**config.mk**
```make
export PLATFORM = sky130hd
export DESIGN_NAME = pulse_timer_fsm
export DESIGN_NICKNAME = d
export VERILOG_FILES = /design/src/rtl/pulse_timer_pkg.sv /design/src/rtl/pulse_timer_fsm_edge_rise_det.sv /design/src/rtl/pulse_timer_fsm.sv
export SDC_FILE = /design/constraint.sdc
export NUM_CORES = 1
export LEC_CHECK = 0
export ABC_AREA = 0
export ABC_CLOCK_PERIOD_IN_PS = 2700
export CAP_MARGIN = 5
export CORE_MARGIN = 4
export CORE_UTILIZATION = 45
export DETAILED_ROUTE_END_ITERATION = 16
export GPL_ROUTABILITY_DRIVEN = 0
export GPL_TIMING_DRIVEN = 0
export MAX_ROUTING_LAYER = met4
export PLACE_DENSITY = 0.81
export SLEW_MARGIN = 20
export SYNTH_ARGS = -nofsm -noshare
export SYNTH_HDL_FRONTEND = slang
export SYNTH_SLANG_ARGS = --single-unit
export TNS_END_PERCENT = 100
```
**constraint.sdc**
```tcl
create_clock -name Clk -period 2.7 [get_ports Clk]
set_clock_uncertainty 0.1 [all_clocks]
set_input_delay 0.405 -clock Clk [delete_from_list [all_inputs] [get_ports Clk]]
set_output_delay 0.405 -clock Clk [all_outputs]
set_load 0.05 [all_outputs]
```
**src/rtl/pulse_timer_pkg.sv**
```systemverilog
// -----------------------------------------------------------------------------
// pulse_timer_pkg
// Shared definitions for the pulse timer: the FSM state encoding and the
// default values of the timer parameters.
//   state_e          : IDLE / ON / COOL, 2-bit encoding (2'b11 is unreachable)
//   CNT_W_DEFAULT    : default counter / Len width
//   DEF_LEN_DEFAULT  : default pulse length used when Len is 0
// -----------------------------------------------------------------------------
package pulse_timer_pkg;

   typedef enum logic [1:0] {
      IDLE = 2'b00,
      ON   = 2'b01,
      COOL = 2'b10
   } state_e;

   localparam int CNT_W_DEFAULT   = 8;
   localparam int DEF_LEN_DEFAULT = 3;

endpackage : pulse_timer_pkg

```
**src/rtl/pulse_timer_fsm_edge_rise_det.sv**
```systemverilog
// -----------------------------------------------------------------------------
// edge_rise_det
// Rising-edge detector: registers the previous input level and flags a rise
// when the input is high while the registered copy is still low.
//   Clk  : clock, rising edge
//   Rst  : asynchronous active-low reset (clears the registered level)
//   In   : level input, synchronous to Clk
//   Rise : combinational, high while In==1 and the previous sampled In==0
// -----------------------------------------------------------------------------
module edge_rise_det (
   input  logic Clk,
   input  logic Rst,
   input  logic In,
   output logic Rise
);

   logic in_q;
   logic in_d;

   always_comb begin
      in_d = In;
   end

   // NOTE: sequential state uses non-blocking assignments so every flop
   // samples the pre-edge values of its inputs, whatever the process order.
   always_ff @(posedge Clk or negedge Rst) begin
      if (!Rst) begin
         in_q <= 1'b0;
      end else begin
         in_q <= in_d;
      end
   end

   // Clearing in_q on reset makes an input already high at the first edge
   // after reset count as a rise.
   assign Rise = In & ~in_q;

endmodule : edge_rise_det

```
**src/rtl/pulse_timer_fsm.sv**
```systemverilog
// -----------------------------------------------------------------------------
// pulse_timer_fsm
// Retriggerable-capable pulse timer. A rising edge on B starts a pulse on X
// lasting L cycles (L = Len, or DEF_LEN when Len is 0), followed by one COOL
// cycle that raises Done. Outputs are Moore outputs of the registered state.
//
// Parameters:
//   CNT_W   : width of the length counter and of Len
//   DEF_LEN : pulse length used when Len==0, legal range 1..2^CNT_W-1
// Ports:
//   Clk  : clock, all state updates on the rising edge
//   Rst  : asynchronous active-low reset
//   B    : trigger request (rising edge starts a pulse)
//   Len  : requested pulse length, sampled only at the trigger edge
//   X    : timed pulse output (high in ON)
//   Busy : high whenever the FSM is not in IDLE
//   Done : one-cycle completion strobe (high in COOL)
//
// Build option:
//   PULSE_TIMER_RETRIGGER_EN : when defined, a trigger during ON reloads the
//                              counter with the newly sampled length.
// -----------------------------------------------------------------------------
module pulse_timer_fsm
   import pulse_timer_pkg::*;
#(
   parameter int CNT_W   = CNT_W_DEFAULT,
   parameter int DEF_LEN = DEF_LEN_DEFAULT
) (
   input  logic             Clk,
   input  logic             Rst,
   input  logic             B,
   input  logic [CNT_W-1:0] Len,
   output logic             X,
   output logic             Busy,
   output logic             Done
);

`ifdef PULSE_TIMER_RETRIGGER_EN
   localparam bit RETRIGGER_EN = 1'b1;
`else
   localparam bit RETRIGGER_EN = 1'b0;
`endif

   localparam logic [CNT_W-1:0] CNT_ONE = CNT_W'(1);

   state_e           state_q;
   state_e           state_d;
   logic [CNT_W-1:0] cnt_q;
   logic [CNT_W-1:0] cnt_d;
   logic [CNT_W-1:0] eff_len;
   logic             trig;

   edge_rise_det u_edge_rise_det (
      .Clk  (Clk),
      .Rst  (Rst),
      .In   (B),
      .Rise (trig)
   );

   // Len==0 is a request for the default length.
   assign eff_len = (Len == '0) ? CNT_W'(DEF_LEN) : Len;

   // State register
   always_ff @(posedge Clk or negedge Rst) begin
      if (!Rst) begin
         state_q <= IDLE;
         cnt_q   <= '0;
      end else begin
         state_q <= state_d;
         cnt_q   <= cnt_d;
      end
   end

   // Next-state logic
   // NOTE: every signal written here gets a default first, so no path can
   // leave it unassigned and infer a latch.
   always_comb begin
      state_d = state_q;
      cnt_d   = cnt_q;
      unique case (state_q)
         IDLE: begin
            if (trig) begin
               state_d = ON;
               cnt_d   = eff_len;
            end
         end
         ON: begin
            // cnt holds the number of ON cycles still to go including this
            // one, so leaving at cnt==1 gives exactly L cycles. The <= also
            // covers a zero count, so the counter can never underflow.
            if (cnt_q <= CNT_ONE) begin
               state_d = COOL;
               cnt_d   = '0;
            end else begin
               cnt_d = cnt_q - CNT_ONE;
            end
            // A reload takes priority even over the final ON cycle.
            if (RETRIGGER_EN && trig) begin
               state_d = ON;
               cnt_d   = eff_len;
            end
         end
         COOL: begin
            // Triggers are dropped here; the edge detector still updates,
            // so a level held across this edge is never seen later.
            state_d = IDLE;
            cnt_d   = '0;
         end
         default: begin
            state_d = IDLE;
            cnt_d   = '0;
         end
      endcase
   end

   // Output decode from registered state only
   always_comb begin
      X    = 1'b0;
      Busy = 1'b0;
      Done = 1'b0;
      case (state_q)
         IDLE: ;
         ON: begin
            X    = 1'b1;
            Busy = 1'b1;
         end
         COOL: begin
            Busy = 1'b1;
            Done = 1'b1;
         end
         default: Busy = 1'b1;
      endcase
   end

endmodule : pulse_timer_fsm
```
==> load_flow_metrics.sql, run 1 <==
INSERT INTO impl_metrics (metric_group, metric, value, unit) VALUES
('floorplanning', 'die_height', '48.6', 'um'),
('global_routing', 'overflow_left_after_global_routing', '0', ''),
('critical_path', 'startpoint_class_of_the_critical_path', 'flip-flop', ''),
('sta', 'grt_setup_unrepaired', 'no', ''),
('synth', 'yosys.cell_count.top_type', 'sky130_fd_sc_hd__dfrtp_1', ''),
('critical_path', 'critical_path_peak_fanout', '10', ''),
('clock_network', 'ctsHtreeMaxLevel', '1', ''),
('critical_path', 'regToRegSetupSlack', '0.70', 'ns'),
('sta', 'clock.fmax', '0.402', 'GHz'),
('pwr', 'total_leakage_power', '0.373', 'nW'),
('sta', 'final_setup_slack_of_the_worst_path', '0.215', 'ns'),
('drt', 'dr.first_iter.drc_count', '17', ''),
('global_routing', 'antenna_violations_before_repair', '0', ''),
('global_routing', 'grtUsageTotal', '15.1', '%'),
('clock_network', 'cts.root.buffer_cell', 'sky130_fd_sc_hd__clkbuf_4', ''),
('sta', 'fin_tns_setup', '0', 'ns'),
('global_routing', 'via_count_of_the_first_global_routing_pass', '672', ''),
('critical_path', 'crit_start', 'state_q[0]$_DFFE_PN0P_', ''),
('drt', 'drc_errors', '0', ''),
('sta', 'timing.max_slew.rel_slack', '65.5', '%'),
('drt', 'final_antenna_net_count', '0', ''),
('floorplanning', 'fp.dieArea', '2370', 'um^2'),
('critical_path', 'crit_path_end', 'Busy', ''),
('place', 'placement.io_buffers', '13', ''),
('critical_path', 'setup.worst_path.class', 'flip-flop to output port', ''),
('synth', 'ys_seq_area_share', '37.0', '%'),
('cells_and_area', 'antenna_cells', '0', ''),
('floorplanning', 'floorplan.core_area', '1540', 'um^2'),
('pwr', 'power_density', '1100', 'nW/um^2'),
('cells_and_area', 'drive_gt1_share', '13.1', '%'),
('clock_network', 'cts_tree', 'done', ''),
('clock_network', 'clk_transition_reported_paths', '0.07', 'ns'),
('clock_network', 'post_cts_sizing', '0', ''),
('critical_path', 'critPathRequiredTime', '2.19', 'ns'),
('drt', 'routed_wire_length_per_instance', '15.4', 'um'),
('sta', 'worst-slew-pin-transition', '0.515', 'ns'),
('critical_path', 'timing.critical_path.arrival', '1.98', 'ns'),
('clock_network', 'worst_skew_pair.late_latency', '0.27', 'ns'),
('critical_path', 'worst_path_cell_trace', 'buf_4 > nor2_1 > inv_1 > clkdlybuf4s50_1', ''),
('synth', 'netlist_instances', '82', ''),
('synth', 'synthDistinctLibCells', '42', ''),
('pwr', 'worst_ir_drop_vdd', '536', 'uV'),
('sta', 'min_period_over_period', '92.0', '%'),
('place', 'pre_cts_ws', '0.524', 'ns'),
('synth', 'post_synth_most_frequent_cells', '11 x sky130_fd_sc_hd__dfrtp_1, 8 x sky130_fd_sc_hd__nor3_1, 6 x sky130_fd_sc_hd__inv_1', ''),
('global_routing', 'grt_first_pass_wirelength', '2860', 'um'),
('floorplanning', 'dieWidth', '48.6', 'um'),
('synth', 'synth-edff-count', '0', ''),
('synth', 'postSynthNetCount', '95', ''),
('place', 'post_dp_cell_area', '893', 'um^2'),
('sta', 'report.final.setup_viol', '0', ''),
('place', 'detailedPlacementHpwl', '1410', 'um'),
('run_status', 'run_status', 'completed', ''),
('synth', 'ys_async_sr_fraction', '100', '%'),
('critical_path', 'setup.worst_path.end_class', 'output port', ''),
('clock_network', 'ctsHoldBuffers', '0', ''),
('global_routing', 'pin_count_of_the_biggest_net_entering_global_routing', '12', ''),
('flow_run', 'timing.max_cap.violations', '0', ''),
('synth', 'synth_largest_type_area_fraction', '37.0', '%'),
('synth', 'ys_top_cells_by_area', 'sky130_fd_sc_hd__dfrtp_1 37%, sky130_fd_sc_hd__nor3_1 5.4%, sky130_fd_sc_hd__a21oi_1 3.4%, sky130_fd_sc_hd__ha_1 3.4%, sky130_fd_sc_hd__inv_1 3.0%', ''),
('sta', 'final-hold-violation-count', '0', ''),
('drt', 'firstDrtPassIters', '4', ''),
('synth', 'synth_ff_type', 'sky130_fd_sc_hd__dfrtp_1', ''),
('critical_path', 'regToRegEndpoint', 'cnt_q[0]$_DFFE_PN0P_', ''),
('floorplanning', 'core.rowCount', '14', ''),
('clock_network', 'cts.sink_count', '11', ''),
('floorplanning', 'floorplan.initialDensity', '48.2', '%'),
('critical_path', 'r2r-start', 'cnt_q[4]$_DFFE_PN0P_', ''),
('critical_path', 'r2r_cell_count', '5', ''),
('cells_and_area', 'fillerInstances', '154', ''),
('sta', 'final-max-slew-violation-count', '0', '');
[sequential cells by signal, summed over array words and instances (netlist names)]
signal,cells
u_edge_rise_det.in_q,1
cnt_q,8
state_q,2
[routing by layer]
layer / wire length, um / share of wire [%] / up-vias / global-route usage, %
met1: 808 / 46 / 344 / 18.7
met2: 832 / 47 / 31 / 24.8
met5: 0 / 0 / - / -
li1: - / - / 342 / -
met3: 124 / 7.0 / 2 / 2.45
met4: 8 / 0.45 / 0 / 5.38
[cell type report]
cell class / count / area, um^2 / share of cell area (%)
Clock buffer: 4 / 26.3 / 2.86
Inverter: 7 / 27.5 / 2.99
Timing Repair Buffer: 13 / 130 / 14.1
Multi-Input combinational cell: 62 / 422 / 45.9
Sequential cell: 11 / 275 / 29.9
Buffer: 2 / 18.8 / 2.04
Tap cell: 16 / 20.0 / 2.18
[worst max-delay path: cells and delay by family (launching register included)]
family / cells / cell delay [ns]
buf+inv: 3 / 1.01
simple gates: 1 / 0.28
flops: 1 / 0.43
[stage by stage]
| step | hold slack (ns) | instances | utilization (%) |
|---|---|---|---|
| floorplan | 0.00941 | 82 | - |
| global placement | 0.432 | 111 | 58.0 |
| detailed placement | 0.453 | 111 | 58.0 |
| CTS | 0.394 | 115 | 59.7 |
| global route | 0.416 | 115 | 59.7 |
| finish | 0.373 | 115 | 59.7 |
[cells by family (layout without fill, tap and decap cells)]
family                   Yosys count  count (layout)  share of synthesized area, %
AND/OR/NAND/NOR                   31              31                          23.9
buffers and inverters              9              26                          6.23
adder cells (fa/ha/maj)            2               2                          3.37
XOR/XNOR                           1               1                          1.18
AO/OA/AOI/OAI                     28              28                          28.3
flip-flops                        11              11                          37.0
[worst min path at each step]
stage	startpoint	end	slack, ns
after CTS	Rst	cnt_q[2]$_DFFE_PN0P_	0.39
final	Rst	cnt_q[2]$_DFFE_PN0P_	0.37
after global routing	Rst	cnt_q[2]$_DFFE_PN0P_	0.42
after floorplan	Rst	cnt_q[0]$_DFFE_PN0P_	0.009
after global placement	cnt_q[6]$_DFFE_PN0P_	cnt_q[6]$_DFFE_PN0P_	0.43
after detailed placement	cnt_q[6]$_DFFE_PN0P_	cnt_q[6]$_DFFE_PN0P_	0.45
[placed cells by master, fill, tap and decap left out, types with 2 or more instances in the layout]
cell type	n
sky130_fd_sc_hd__clkbuf_4	3
sky130_fd_sc_hd__nor3_1	8
sky130_fd_sc_hd__a211oi_1	2
sky130_fd_sc_hd__inv_1	6
sky130_fd_sc_hd__dfrtp_1	11
sky130_fd_sc_hd__or3_1	2
sky130_fd_sc_hd__nor2_1	3
sky130_fd_sc_hd__ha_1	2
sky130_fd_sc_hd__o22ai_1	2
sky130_fd_sc_hd__o21ai_1	4
sky130_fd_sc_hd__clkdlybuf4s50_1	13
sky130_fd_sc_hd__a21oi_1	5
sky130_fd_sc_hd__nand2_1	5
sky130_fd_sc_hd__nand3_1	2
[where the power goes]
| part | total, W | internal [W] | switching [W] | leakage, nW |
|---|---|---|---|---|
| clock network | 0.000113 | 0.0000572 | 0.0000558 | 0.0150 |
| registers | 0.000313 | 0.000234 | 0.0000788 | 0.133 |
| logic | 0.000582 | 0.000254 | 0.000328 | 0.225 |
| total | 0.00101 | 0.000545 | 0.000463 | 0.373 |
Note: power is estimated with default switching activity, not from simulation.
==> inputs of run 2 (changes only) <==
Settings changed: ABC_CLOCK_PERIOD_IN_PS 2700 to 2100, CTS_CLUSTER_DIAMETER set to 120, PLACE_DENSITY 0.81 to 0.83.
Clock period 2.7 ns to 2.1 ns, I/O delays scaled along.
==> load_flow_metrics.sql, run 2 (same netlist as run 1, synthesis figures left out) <==
INSERT INTO impl_metrics (metric_group, metric, value, unit) VALUES
('drt', 'drc_errors', '0', ''),
('sta', 'timing.max_slew.rel_slack', '64.5', '%'),
('cells_and_area', 'postLayoutCoreUtil', '59.5', '%'),
('pwr', 'comb_power_share', '57.2', '%'),
('pwr', 'cellInternalPower', '0.000690', 'W'),
('global_routing', 'antenna_violations_before_repair', '0', ''),
('drt', 'routed_wire_length_per_instance', '15.7', 'um'),
('cells_and_area', 'final_common_cell', 'sky130_fd_sc_hd__dfrtp_1', ''),
('min_path', 'min_path_type', 'primary input to async pin', ''),
('floorplanning', 'dieWidth', '48.6', 'um'),
('floorplanning', 'fp.dieArea', '2370', 'um^2'),
('critical_path', 'regToRegSetupSlack', '0.09', 'ns'),
('pwr', 'power.share.sequential', '31.1', '%'),
('clock_network', 'cts_tree', 'done', ''),
('sta', 'worst-slew-pin-transition', '0.530', 'ns'),
('pwr', 'total_leakage_power', '0.381', 'nW'),
('clock_network', 'cts.sink_count', '11', ''),
('clock_network', 'number_of_buffers_on_the_longest_clock_path', '2', ''),
('clock_network', 'tritoncts.num_buffers', '3', ''),
('drt', 'dr.first_iter.drc_count', '14', ''),
('floorplanning', 'floorplan.core_area', '1540', 'um^2'),
('clock_network', 'ctsHtreeMaxLevel', '1', ''),
('cells_and_area', 'layout.cell_area.non_filler', '917', 'um^2'),
('sta', 'timing.final.crit_period', '2.01', 'ns'),
('sta', 'grt_setup_unrepaired', 'no', ''),
('drt', 'average_via_count_per_standard_cell', '6.13', ''),
('sta', 'fin_tns_setup', '0', 'ns'),
('clock_network', 'cts.root.buffer_cell', 'sky130_fd_sc_hd__clkbuf_4', ''),
('cells_and_area', 'layout.nets', '113', ''),
('global_routing', 'pin_count_of_the_biggest_net_entering_global_routing', '12', ''),
('critical_path', 'critical_path_peak_fanout', '6', ''),
('place', 'detailedPlacementHpwl', '1340', 'um'),
('cells_and_area', 'drive_gt1_share', '16.2', '%'),
('drt', 'firstDrtPassIters', '4', ''),
('sta', 'min_period_over_period', '95.9', '%'),
('critical_path', 'r2r_cell_count', '5', ''),
('cells_and_area', 'largest_reg_flops', '8', ''),
('global_routing', 'grtUsageTotal', '17.3', '%'),
('critical_path', 'setup.worst_path.class', 'flip-flop to flip-flop', ''),
('place', 'post_dp_cell_area', '893', 'um^2'),
('cells_and_area', 'fillerInstances', '153', ''),
('cells_and_area', 'top_register', 'cnt_q', ''),
('sta', 'final-hold-violation-count', '0', ''),
('floorplanning', 'die_height', '48.6', 'um'),
('floorplanning', 'floorplan.initialDensity', '48.2', '%'),
('drt', 'vias', '705', ''),
('critical_path', 'critPathRequiredTime', '2.17', 'ns'),
('flow_run', 'timing.max_cap.violations', '0', ''),
('place', 'placement.io_buffers', '13', ''),
('critical_path', 'timing.critical_path.arrival', '2.09', 'ns'),
('pwr', 'netSwitchingPower', '0.000606', 'W'),
('clock_network', 'clk_transition_reported_paths', '0.08', 'ns'),
('run_status', 'run_status', 'completed', ''),
('pwr', 'clock_power_share', '11.7', '%'),
('sta', 'report.final.setup_viol', '0', ''),
('cells_and_area', 'flow.area_growth_from_synthesis', '23.4', '%'),
('critical_path', 'setup.worst_path.end_class', 'flip-flop', ''),
('drt', 'routed_wl', '1800', 'um'),
('critical_path', 'r2r-start', 'cnt_q[4]$_DFFE_PN0P_', ''),
('floorplanning', 'floorplan.io_pins', '14', ''),
('sta', 'final-max-slew-violation-count', '0', ''),
('cells_and_area', 'largest_registers', 'cnt_q: 8 flops, state_q: 2 flops, u_edge_rise_det.in_q: 1 flops', ''),
('cells_and_area', 'layout.cells.most_common_list', '11 x sky130_fd_sc_hd__dfrtp_1, 10 x sky130_fd_sc_hd__clkdlybuf4s50_1, 8 x sky130_fd_sc_hd__nor3_1', ''),
('global_routing', 'via_count_of_the_first_global_routing_pass', '690', ''),
('critical_path', 'startpoint_class_of_the_critical_path', 'flip-flop', ''),
('floorplanning', 'core.rowCount', '14', ''),
('pwr', 'worst_ir_drop_vdd', '632', 'uV'),
('global_routing', 'overflow_left_after_global_routing', '0', ''),
('critical_path', 'regToRegEndpoint', 'cnt_q[0]$_DFFE_PN0P_', ''),
('pwr', 'switching_power_as_a_share_of_total_power', '46.7', '%'),
('pwr', 'power_density', '1410', 'nW/um^2'),
('drt', 'final_antenna_net_count', '0', ''),
('clock_network', 'worst_skew_pair.late_latency', '0.28', 'ns'),
('global_routing', 'grt_first_pass_wirelength', '3090', 'um'),
('sta', 'clock.fmax', '0.497', 'GHz'),
('cells_and_area', 'antenna_cells', '0', '');
## run 2: power by group through the flow
| stage | logic (W) | clock network [W] | registers (W) |
|---|---|---|---|
| global route | 0.000823 | 0.000168 | 0.000418 |
| floorplan | 0.000585 | 0 | 0.000380 |
| detailed placement | 0.000740 | 0 | 0.000406 |
| CTS | 0.000733 | 0.000158 | 0.000401 |
| global placement | 0.000720 | 0 | 0.000401 |
| finish | 0.000741 | 0.000152 | 0.000403 |
## run 2: what timing repair did
item,in CTS,in global routing
setup endpoints to repair,3,1
gates resized for setup,3,4
hold buffers,0,0
buffers inserted,0,0
## run 2: routing by layer
metal / up-vias / global-route usage [%] / wire length [um]
met1: 333 / 21.5 / 797
met5: - / - / 0
met2: 27 / 25.2 / 812
met4: 0 / 5.83 / 12
li1: 343 / - / -
met3: 2 / 7.06 / 176
## run 2: worst max-delay path by stage
stage	cells past startpoint	start	end	slack, ns
2_1_floorplan	5	cnt_q[4]$_DFFE_PN0P_	cnt_q[0]$_DFFE_PN0P_	0.22
3_3_place_gp	4	state_q[0]$_DFFE_PN0P_	Busy	-0.001
3_5_place_dp	4	state_q[0]$_DFFE_PN0P_	Busy	-0.01
4_1_cts	4	state_q[0]$_DFFE_PN0P_	Busy	-0.06
5_1_grt	3	state_q[1]$_DFFE_PN0P_	X	0.02
6_report	5	cnt_q[4]$_DFFE_PN0P_	cnt_q[0]$_DFFE_PN0P_	0.09
## run 2: worst max-delay path, stage by stage, from the launching register on
cell	delay (ns)
sky130_fd_sc_hd__dfrtp_1	0.44
sky130_fd_sc_hd__or4_4	0.55
sky130_fd_sc_hd__buf_6	0.15
sky130_fd_sc_hd__o31ai_4	0.32
sky130_fd_sc_hd__nor3_1	0.08
sky130_fd_sc_hd__a211o_1	0.27
## run 2: layout make-up
type                            count  area, um^2  area share [%]
Buffer                              2        18.8            2.05
Inverter                            7        27.5            3.00
Sequential cell                    11         275            30.0
Multi-Input combinational cell     62         424            46.2
Clock inverter                      1        5.00           0.546
Clock buffer                        3        22.5            2.46
Tap cell                           16        20.0            2.18
Timing Repair Buffer               13         124            13.5
## run 2: metrics by stage
stage | hold WS, ns | total power [W] | setup WS [ns] | cells
3_3_place_gp | 0.426 | 0.00112 | -0.00100 | 111
5_1_grt | 0.299 | 0.00141 | 0.0156 | 115
2_1_floorplan | -0.0806 | 0.000964 | 0.222 | 82
4_1_cts | 0.285 | 0.00129 | -0.0611 | 115
6_report | 0.276 | 0.00130 | 0.0865 | 115
3_5_place_dp | 0.416 | 0.00115 | -0.00995 | 111
==> inputs of run 3 (changes only) <==
Settings changed: CAP_MARGIN 5 to 20, CORE_ASPECT_RATIO set to 0.8.
==> load_flow_metrics.sql, run 3 (same netlist as run 1, synthesis figures left out) <==
INSERT INTO impl_metrics (metric_group, metric, value, unit) VALUES
('run_status', 'run_status', 'completed', ''),
('global_routing', 'grt_first_pass_wirelength', '3310', 'um'),
('sta', 'worst-slew-pin-transition', '0.538', 'ns'),
('place', 'placement.io_buffers', '13', ''),
('critical_path', 'setup.worst_path.end_class', 'flip-flop', ''),
('sta', 'report.final.setup_viol', '0', ''),
('drt', 'routed_wl', '1970', 'um'),
('cells_and_area', 'drive_gt1_share', '15.2', '%'),
('floorplanning', 'floorplan.io_pins', '14', ''),
('global_routing', 'overflow_left_after_global_routing', '0', ''),
('drt', 'drc_errors', '0', ''),
('critical_path', 'worst_path_cell_trace', 'or4_4 > buf_6 > o31ai_4 > nor3_1 > a211o_1', ''),
('sta', 'timing.final.crit_period', '2.02', 'ns'),
('floorplanning', 'core.rowCount', '12', ''),
('place', 'detailedPlacementHpwl', '1520', 'um'),
('pwr', 'design_power_total', '0.00130', 'W'),
('cells_and_area', 'largest_registers', 'cnt_q: 8 flops, state_q: 2 flops, u_edge_rise_det.in_q: 1 flops', ''),
('critical_path', 'critPathRequiredTime', '2.17', 'ns'),
('global_routing', 'met3_usage_grt', '7.07', '%'),
('global_routing', 'antenna_violations_before_repair', '0', ''),
('cells_and_area', 'final_common_cell', 'sky130_fd_sc_hd__dfrtp_1', ''),
('clock_network', 'worst_skew_pair.late_latency', '0.29', 'ns'),
('drt', 'firstDrtPassIters', '4', ''),
('floorplanning', 'floorplan.core_area', '1470', 'um^2'),
('clock_network', 'number_of_buffers_on_the_longest_clock_path', '2', ''),
('floorplanning', 'dieWidth', '53.4', 'um'),
('critical_path', 'timing.critical_path.max_delay_family', 'simple AND/OR/NAND/NOR gates', ''),
('critical_path', 'cp_slowest_stage_delay', '0.55', 'ns'),
('pwr', 'power_density', '1420', 'nW/um^2'),
('floorplanning', 'fp.dieArea', '2370', 'um^2'),
('global_routing', 'met1_usage', '26.5', '%'),
('global_routing', 'grtUsageTotal', '20.3', '%'),
('clock_network', 'cts.sink_count', '11', ''),
('clock_network', 'tritoncts.num_buffers', '3', ''),
('critical_path', 'startpoint_class_of_the_critical_path', 'flip-flop', ''),
('critical_path', 'timing.critical_path.arrival', '2.09', 'ns'),
('drt', 'final_antenna_net_count', '0', ''),
('global_routing', 'via_count_of_the_first_global_routing_pass', '690', ''),
('drt', 'routed_wire_length_per_instance', '16.5', 'um'),
('pwr', 'worst_ir_drop_vdd', '954', 'uV'),
('drt', 'dr.first_iter.drc_count', '30', ''),
('sta', 'clock.fmax', '0.496', 'GHz'),
('critical_path', 'critical_path_peak_fanout', '6', ''),
('clock_network', 'cts.root.buffer_cell', 'sky130_fd_sc_hd__clkbuf_4', ''),
('cells_and_area', 'antenna_cells', '0', ''),
('critical_path', 'path_buf_inv', '1', ''),
('clock_network', 'ctsHtreeMaxLevel', '1', ''),
('sta', 'final-hold-violation-count', '0', ''),
('sta', 'grt_setup_unrepaired', 'no', ''),
('floorplanning', 'die_height', '44.4', 'um'),
('sta', 'final-max-slew-violation-count', '0', ''),
('critical_path', 'setup.worst_path.class', 'flip-flop to flip-flop', ''),
('clock_network', 'cts_tree', 'done', ''),
('global_routing', 'grt_util_met2', '29.3', '%'),
('cells_and_area', 'flow.area_growth_from_synthesis', '23.1', '%'),
('sta', 'min_period_over_period', '96.1', '%'),
('global_routing', 'layer_carrying_the_most_global_route_usage', 'met2', ''),
('place', 'pre_cts_ws', '0.0399', 'ns'),
('pwr', 'total_leakage_power', '0.378', 'nW'),
('floorplanning', 'floorplan.initialDensity', '50.5', '%'),
('cells_and_area', 'top_register', 'cnt_q', ''),
('critical_path', 'slowest_stage', 'sky130_fd_sc_hd__or4_4', ''),
('clock_network', 'clk_transition_reported_paths', '0.08', 'ns'),
('clock_network', 'ctsHoldBuffers', '0', ''),
('cells_and_area', 'largest_reg_flops', '8', ''),
('sta', 'final_setup_slack_of_the_worst_path', '0.0826', 'ns'),
('global_routing', 'pin_count_of_the_biggest_net_entering_global_routing', '12', ''),
('sta', 'timing.max_slew.rel_slack', '64.0', '%'),
('cells_and_area', 'layout.cells.most_common_list', '11 x sky130_fd_sc_hd__dfrtp_1, 10 x sky130_fd_sc_hd__clkdlybuf4s50_1, 8 x sky130_fd_sc_hd__nor3_1', ''),
('drt', 'vias', '717', ''),
('min_path', 'min_path_type', 'primary input to async pin', ''),
('cells_and_area', 'layout.nets', '113', ''),
('flow_run', 'timing.max_cap.violations', '0', ''),
('drt', 'average_via_count_per_standard_cell', '5.98', '');
run 3: cell count changes in the layout (fill, tap and decap cells not counted):
cell                              previous run  this run
sky130_fd_sc_hd__clkbuf_1                    0         1
sky130_fd_sc_hd__clkbuf_2                    1         2
sky130_fd_sc_hd__clkdlybuf4s15_1             1         0
sky130_fd_sc_hd__clkinv_2                    2         1
sky130_fd_sc_hd__nor2_1                      2         3
sky130_fd_sc_hd__nor2_2                      2         1
run 3: where the power goes:
part	internal, W	switching [W]
registers	0.000301	0.000102
clock network	0.0000740	0.0000816
logic	0.000312	0.000429
total	0.000687	0.000613
run 3: final timing paths:
path | from | end | cells after the start | slack, ns
setup / recovery | cnt_q[4]$_DFFE_PN0P_ | cnt_q[0]$_DFFE_PN0P_ | 5 | 0.08
hold / removal | Rst | cnt_q[5]$_DFFE_PN0P_ | 1 | 0.27
setup reg to reg | cnt_q[4]$_DFFE_PN0P_ | cnt_q[0]$_DFFE_PN0P_ | 5 | 0.08
hold reg to reg | cnt_q[6]$_DFFE_PN0P_ | cnt_q[6]$_DFFE_PN0P_ | 2 | 0.45
max in group asynchronous | Rst | u_edge_rise_det.in_q$_DFF_PN0_ | 1 | 1.26
min in group Clk | B | u_edge_rise_det.in_q$_DFF_PN0_ | 1 | 0.45
run 3: cell type report:
type | count | area (um^2)
tap | 21 | 26.3
inverter | 7 | 27.5
fill | 136 | 557
buffer | 2 | 18.8
clock buffer | 4 | 26.3
sequential | 11 | 275
multi-input combinational | 62 | 422
timing repair buffer | 13 | 119
run 3: worst register-to-register path, delay by kind of cell, from the launching register on:
family	cells	cell delay, ns
simple gates	2	0.62
compound gates	2	0.58
buf+inv	1	0.15
flops	1	0.44
run 3: repair_timing:
action / in CTS / in global routing
gates resized for setup: 3 / 4
setup buffers: 0 / 0
setup endpoints to repair: 3 / 2
gates cloned: 0 / 0
run 3: layer usage:
layer  part of all wire [%]  routed length, um  up-vias
met3                    8.1                159        5
met5                      0                  0        -
met2                     47                932       29
li1                       -                  -      343
met1                     43                850      340
met4                    1.6                 32        0
run 3: stage by stage:
step | hold slack, ns | utilization [%] | setup TNS [ns] | cell area, um^2 | instances
after floorplan | -0.0806 | - | 0 | 743 | 82
after global placement | 0.423 | 61.1 | 0 | 900 | 116
after detailed placement | 0.441 | 61.1 | 0 | 900 | 116
after CTS | 0.294 | 62.7 | -0.00198 | 922 | 120
after global routing | 0.320 | 62.2 | 0 | 915 | 120
final | 0.274 | 62.2 | 0 | 915 | 120
